<file path="src/rtl/ettt_serializer_pkg.sv">
// ser_pkg: shared widths, state encoding and default sync byte for the serializer
package ser_pkg;
  localparam int WORD_W = 32;
  localparam int BYTE_W = 8;
  localparam int PRE_LEN = 8;
  localparam logic [PRE_LEN-1:0] PREAMBLE = 8'hA5;
  typedef enum logic [1:0] {IDLE, PRE, SHIFT} state_t;
endpackage

</file>
<file path="src/rtl/ettt_serializer_piso.sv">
// piso_shreg: parallel-load shift-left register exposing its MSB
module piso_shreg #(
  parameter int W = 32
) (
  input  logic         clk,
  input  logic         rst,
  input  logic         load,
  input  logic         shift,
  input  logic [W-1:0] din,
  output logic         msb
);
  logic [W-1:0] sr;
  // load wins over shift so a back-to-back reload replaces the drained word
  always_ff @(posedge clk)
    sr <= rst ? '0 : load ? din : shift ? {sr[W-2:0], 1'b0} : sr;
  assign msb = sr[W-1];
endmodule

</file>
<file path="src/rtl/ettt_serializer.sv">
// ettt_serializer: word-to-bitstream transmitter, MSB first; SER_PREAMBLE_EN adds a sync byte per frame
module ettt_serializer #(
  parameter int   WORD_W   = ser_pkg::WORD_W,
  parameter int   BYTE_W   = ser_pkg::BYTE_W,
  parameter logic IDLE_BIT = 1'b0
`ifdef SER_PREAMBLE_EN
  , parameter logic [ser_pkg::PRE_LEN-1:0] PREAMBLE = ser_pkg::PREAMBLE
`endif
) (
  input  logic              t_clk,
  input  logic              rst,
  input  logic [WORD_W-1:0] data_in,
  input  logic              data_valid,
  output logic              data_ready,
  output logic              data_out,
  output logic              data_out_valid,
  output logic              byte_strobe,
  output logic              frame_start,
  output logic              busy
);
  import ser_pkg::*;
  localparam int CW = $clog2(WORD_W);
  localparam int BW = $clog2(BYTE_W);
`ifdef SER_PREAMBLE_EN
  localparam state_t FIRST = PRE;
`else
  localparam state_t FIRST = SHIFT;
`endif
  state_t state, state_nx;
  logic [CW-1:0] bit_cnt, cnt_nx;
  logic last, accept, pay_msb;
  assign last = state == SHIFT && bit_cnt == CW'(WORD_W - 1);
  assign data_ready = !rst && (state == IDLE || last);
  assign accept = data_valid && data_ready;
  piso_shreg #(.W(WORD_W)) u_pay (
    .clk(t_clk), .rst(rst), .load(accept), .shift(state == SHIFT), .din(data_in), .msb(pay_msb)
  );
`ifdef SER_PREAMBLE_EN
  logic pre_msb;
  piso_shreg #(.W(PRE_LEN)) u_pre (
    .clk(t_clk), .rst(rst), .load(accept), .shift(state == PRE), .din(PREAMBLE), .msb(pre_msb)
  );
  assign data_out = state == SHIFT ? pay_msb : state == PRE ? pre_msb : IDLE_BIT;
  assign frame_start = state == PRE && bit_cnt == '0;
`else
  assign data_out = state == SHIFT ? pay_msb : IDLE_BIT;
  assign frame_start = data_out_valid && bit_cnt == '0;
`endif
  assign data_out_valid = state != IDLE;
  assign busy = state != IDLE;
  assign byte_strobe = data_out_valid && bit_cnt[BW-1:0] == '0;
  // state and bit counter registers
  always_ff @(posedge t_clk) begin
    state <= rst ? IDLE : state_nx;
    bit_cnt <= rst ? '0 : cnt_nx;
  end
  // next state: the counter restarts at every phase boundary and on reload
  always_comb begin
    state_nx = state;
    cnt_nx = bit_cnt + 1'b1;
    case (state)
      IDLE: begin
        cnt_nx = '0;
        state_nx = accept ? FIRST : IDLE;
      end
`ifdef SER_PREAMBLE_EN
      PRE: if (bit_cnt == CW'(PRE_LEN - 1)) begin
        cnt_nx = '0;
        state_nx = SHIFT;
      end
`endif
      SHIFT: if (last) begin
        cnt_nx = '0;
        state_nx = accept ? FIRST : IDLE;
      end
      default: begin
        cnt_nx = '0;
        state_nx = IDLE;
      end
    endcase
  end
endmodule
</file>
<file path="config.mk">
export PLATFORM = sky130hd
export DESIGN_NAME = ettt_serializer
export DESIGN_NICKNAME = d
export VERILOG_FILES = /design/src/rtl/ettt_serializer_pkg.sv /design/src/rtl/ettt_serializer_piso.sv /design/src/rtl/ettt_serializer.sv
export SDC_FILE = /design/constraint.sdc
export NUM_CORES = 1
export LEC_CHECK = 0
export BUFFER_PORTS_ARGS = -buffer_cell sky130_fd_sc_hd__buf_2
export CORE_MARGIN = 2
export CORE_UTILIZATION = 33
export CTS_CLUSTER_SIZE = 12
export DETAILED_ROUTE_END_ITERATION = 10
export PLACE_DENSITY = 0.59
export SLEW_MARGIN = 10
export SYNTH_ARGS = -nofsm -noshare
export SYNTH_HDL_FRONTEND = slang
export SYNTH_SLANG_ARGS = --single-unit
export TNS_END_PERCENT = 1
</file>
<file path="constraint.sdc">
create_clock -name t_clk -period 3.3 [get_ports t_clk]
set_clock_uncertainty 0.2 [all_clocks]
set_input_delay 0.33 -clock t_clk [delete_from_list [all_inputs] [get_ports t_clk]]
set_output_delay 0.33 -clock t_clk [all_outputs]
set_load 0.005 [all_outputs]
</file>
==> results of run 1 <==
==> logic make-up (layout without fill, tap and decap cells) <==
logic type / Yosys count / after routing
buf+inv: 63 / 89
simple gates: 49 / 49
compound gates: 94 / 94
xor+xnor: 2 / 2
fa+ha+maj: 3 / 3
flops: 38 / 38
mux: 1 / 1
==> layer usage <==
layer  routed length (um)  GRT usage  part of all wire  up-vias
met4                   63     0.0462             0.014        0
met1                 2250      0.177              0.49      836
met5                    0          0                 0        -
met3                  193     0.0378             0.042        7
li1                     -          -                 -      944
met2                 2100      0.212              0.46       34
==> worst max-delay path: cells and delay by family, from the launching register on <==
family | cells | cell delay, ns
DFF | 1 | 0.37
AOI/OAI and AO/OA | 1 | 0.17
and+or+nand+nor | 1 | 0.16
adders and majority gates | 2 | 0.55
buffers and inverters | 2 | 0.24
==> path summary, 6_finish.rpt <==
| check | cells after the start | from | slack, ns | to |
|---|---|---|---|---|
| worst max-delay path | 6 | bit_cnt[0] | 0.98 | data_ready |
| worst min-delay path | 3 | data_in[3] | 0.14 | u_pay.sr[3] |
| worst max register to register | 7 | bit_cnt[0] | 1.23 | u_pay.sr[17] |
| worst min register to register | 1 | bit_cnt[0] | 0.26 | bit_cnt[0] |
==> per-stage QoR <==
step                      hold WS (ns)  power (uW)   util  cells
after floorplan                  0.230         678      -    250
after global placement           0.243         719  0.372    344
final                            0.143        1120  0.391    351
after detailed placement         0.251         723  0.372    344
after CTS                        0.135        1130  0.391    351
after global routing             0.179        1180  0.391    351
==> cell usage in the layout, fill, tap and decap left out, drive strengths merged <==
cell type / count
clkbuf: 6
nor3b: 1
a31oi: 30
o221a: 30
o21a: 1
nor2b: 1
buf: 46
inv: 36
ha: 3
nand2: 2
nor2: 37
bufinv: 1
xor2: 1
a211oi: 1
and3b: 2
o21ai: 1
xnor2: 1
dfxtp: 38
a21oi: 31
nand3b: 1
nand3: 2
nor4: 1
mux2i: 1
and3: 1
and2: 1
==> power by group through the flow <==
stage / Combinational (uW) / Clock [uW] / Sequential [uW]
6_report: 187 / 409 / 526
5_1_grt: 211 / 434 / 532
4_1_cts: 188 / 416 / 526
3_5_place_dp: 187 / 0 / 536
3_3_place_gp: 183 / 0 / 536
2_1_floorplan: 151 / 0 / 527
==> registers in the layout (all words and copies together), names as in the netlist <==
register and flops:
bit_cnt 5, u_pay.sr 32, state 1
==> cell type report <==
cell class	instances	area share
timing repair buffer	46	0.105
inverter	36	0.0581
clock inverter	1	0.0129
tap	75	0.0403
sequential	38	0.327
multi-input combinational	149	0.421
clock buffer	6	0.0355
==> impl_metrics.ini, run 1 <==
[outcome]
status = complete, no violations

[floorplanning]
dieArea_mm2 = 0.00687
rows = 28
io_pins = 41
die_y_um = 82.9
core_area_mm2 = 0.00596
die_w_um = 82.9
initial_core_util = 0.345

[sta]
max_freq_mhz = 431
tns_ns = 0
setup_ws_ns = 0.982
rsz0062_at_grt = false
slew_violations = 0
setup_viol = 0
finalHoldViolCount = 0
tightestPinTransition_ns = 0.658
relSlewSlack = 0.561
post-route-period-util = 0.702
fin_crit_ns = 2.32

[grt]
first_global_vias = 1717
grt_pass1_wl_um = 7800
grtUsageTotal = 0.135
overflow = 0
antenna_found_initial = 0
grt_start_max_net_pins = 37

[layout]
seq_area_um2 = 761
num-fill-cells = 634
multi_input_area_um2 = 980
area_growth_pct = 13.3
stdcell_area_mm2 = 0.00233
nets = 314
n_antenna_cell = 0
drive_above_1_share = 0.283

[routing]
vias = 1821
drc = 0
wl_per_cell_um = 13.1
drt_iter0_markers = 111
drtPass1Iterations = 4
viasPerCell = 5.19
wl_um = 4600
ant_nets = 0

[setup_path]
cp.arrival_ns = 1.79
crit_path_start_kind = flip-flop
max_stage_delay_ns = 0.37
cpMostUsedCell = ha_1
worstPathMaxFanout = 10
critPathSlowestCell = dfxtp_1
path_class = flip-flop to output pin
end_kind = output pin
critPathRequiredTime_ns = 2.77
crit_chain = ha_1, and3_1, ha_1, inv_1, a21oi_1, buf_2

[power_and_ir_drop]
p_int_uw = 832
p_clk_frac = 0.365
switchingPower_uw = 290
seqPwrFrac = 0.469
comb_power_share = 0.166
p_per_area_mw_per_mm2 = 482
sw_frac_of_total = 0.259
p_leak_uw = 0.00109
ir_drop_uv = 195

[place]
place_congestion = 0.733
hpwl_um = 2950
io_buffers = 40
place_area_mm2 = 0.00221
dpl_worst_slack_ns = 1.23

[synthesis]
synth-edff-count = 0
ys_warn_count = 0
ys_seq_elements = 38
yosys.cell_count.top_type = dfxtp_1
synth_nets = 288
synthAdderAreaFrac = 0.0183
synth_top_family_by_area = compound AO/OA/AOI/OAI gates
synth.area.mux_share = 0.00488
postSynthCellCount = 250
ys_types = 28
synthXorXnorAreaFrac = 0.00853
yosys.area.top_type_share = 0.371
yosysSeqAreaShare = 0.371
ys_top_cells_by_count = dfxtp_1 (38), nor2_1 (37), inv_1 (36), a21oi_1 (31), a31oi_1 (30)
synth_compound_area_frac = 0.341
synth-simple-area-share = 0.104
async_reset_ff_frac = 0
synthFlopType = dfxtp_1
synth_top_area_cell = dfxtp_1
synth_area_mm2 = 0.00205
syn_avg_cell_area_um2 = 8.21
yosys-top-cells-area = dfxtp_1 (37%), o221a_2 (14%), a31oi_1 (9.1%)

[worst_hold_path]
hold_path.class = input port to flip-flop

[cts]
clkLatencyLatePin_ns = 0.29
cts_root_buf = clkbuf_8
cts_resized = 0
post_cts_buffers = 0
cts_inserted_buffers = 5
clock_path_buffers = 2
cts.clk_slew.worst_paths_ns = 0.08
htreeDepth = 2
ctsHoldBuffers = 0
cts_tree = built
clock_sinks = 38

[job]
drv_cap = 0
(Power assumes the default switching activity.)
==> inputs of run 2 (changes only) <==
Clock period 3.3 ns to 2.23 ns, I/O delays scaled along.
==> run 2 against run 1 <==
Net effect:
- critical path depth grew 1
- largest cell class unchanged
- via count grew 0.22%
- critical endpoint unchanged
- final cell count grew 1.1%
==> impl_metrics.ini, run 2 (synthesized netlist as in run 1, its figures left out) <==
[place]
hpwl_um = 3030
place_congestion = 0.706
io_buffers = 40

[layout]
top_regs = u_pay.sr x32, bit_cnt x5, state x1
top_register = u_pay.sr
nets = 317
n_antenna_cell = 0
area_growth_pct = 14.3
final_common_cell = buf_2
final_cell_mix = buf_2 (40), dfxtp_1 (38), nor2_1 (37)
num-fill-cells = 638
largest_reg_flops = 32
drive_above_1_share = 0.293

[floorplanning]
core_area_mm2 = 0.00596
die_w_um = 82.9
rows = 28
dieArea_mm2 = 0.00687
die_y_um = 82.9
io_pins = 41
initial_core_util = 0.345

[power_and_ir_drop]
sw_frac_of_total = 0.270
p_per_area_mw_per_mm2 = 659
p_int_uw = 1130
p_leak_uw = 0.00110
switchingPower_uw = 418
ir_drop_uv = 322
p_clk_frac = 0.314
total_power_uw = 1550
seqPwrFrac = 0.505
comb_power_share = 0.182

[outcome]
status = complete, no violations

[cts]
cts.clk_slew.worst_paths_ns = 0.08
cts_root_buf = clkbuf_8
clkLatencyLatePin_ns = 0.28
clock_sinks = 38
htreeDepth = 2
cts_inserted_buffers = 5
ctsHoldBuffers = 0
cts_tree = built
clock_path_buffers = 2

[setup_path]
end_kind = output pin
path_class = flip-flop to output pin
crit_path_start_kind = flip-flop
critPathRequiredTime_ns = 1.81
worstPathMaxFanout = 12
cp.arrival_ns = 1.67

[routing]
vias = 1825
drc = 0
drt_iter0_markers = 106
viasPerCell = 5.14
wl_per_cell_um = 12.8
ant_nets = 0
drtPass1Iterations = 4
wl_um = 4530

[grt]
grt_start_max_net_pins = 56
overflow = 0
antenna_found_initial = 0
first_global_vias = 1795
grt_pass1_wl_um = 7820
grtUsageTotal = 0.135

[sta]
fin_crit_ns = 2.09
post-route-period-util = 0.937
max_freq_mhz = 479
tns_ns = 0
tightestPinTransition_ns = 0.487
slew_violations = 0
relSlewSlack = 0.675
setup_viol = 0
finalHoldViolCount = 0

[job]
drv_cap = 0

[worst_hold_path]
hold_path.class = input port to flip-flop
-- run 2: worst max-delay path: stages, from the launching register on --
cell and delay [ns]:
dfxtp_1 0.37, ha_1 0.19, and3_1 0.17, ha_2 0.19
buf_6 0.15, inv_1 0.06, a21oi_1 0.13, buf_2 0.12
-- run 2: power by group through the flow --
stage          logic (uW)  clock network, uW  registers, uW
6_report              281                485            781
4_1_cts               282                502            780
2_1_floorplan         223                  0            779
3_3_place_gp          275                  0            795
3_5_place_dp          281                  0            794
5_1_grt               319                529            788
-- run 2: routing by layer --
metal	vias to the layer above	GRT usage	wire length, um
met3	5	0.0338	186
met5	-	0	0
li1	947	-	-
met1	843	0.179	2280
met2	30	0.212	2020
met4	0	0.0477	43
-- run 2: area by class of cell --
| type | instances | area [um2] | area share |
|---|---|---|---|
| inverter | 36 | 135 | 0.0576 |
| clock inverter | 1 | 5.00 | 0.00213 |
| tap | 75 | 93.8 | 0.0400 |
| clock buffer | 7 | 86.3 | 0.0368 |
| sequential | 38 | 761 | 0.324 |
| timing repair buffer | 49 | 284 | 0.121 |
| multi-input combinational | 149 | 982 | 0.418 |
-- run 2: what timing repair did --
action,4_1_cts,5_1_grt
setup endpoints to repair,0,1
resized for setup,0,2
hold endpoints to repair,0,0
setup buffers,0,0
-- run 2: final timing paths --
kind | startpoint | end | slack (ns) | depth (start not counted)
max | bit_cnt[0] | data_ready | 0.14 | 7
min | data_in[3] | u_pay.sr[3] | 0.04 | 3
max reg2reg | bit_cnt[0] | u_pay.sr[26] | 0.32 | 7
min reg2reg | bit_cnt[0] | bit_cnt[0] | 0.26 | 1
-- run 2: stage by stage --
step	std cells	instance area, um2	setup WS (ns)	utilization	hold slack [ns]
after floorplan	250	2050	0.351	-	0.203
after global placement	347	2250	0.344	0.378	0.243
after detailed placement	347	2250	0.315	0.378	0.247
after CTS	355	2340	0.102	0.393	0.0227
after global routing	355	2350	-0.0183	0.394	0.0668
final	355	2350	0.140	0.394	0.0400
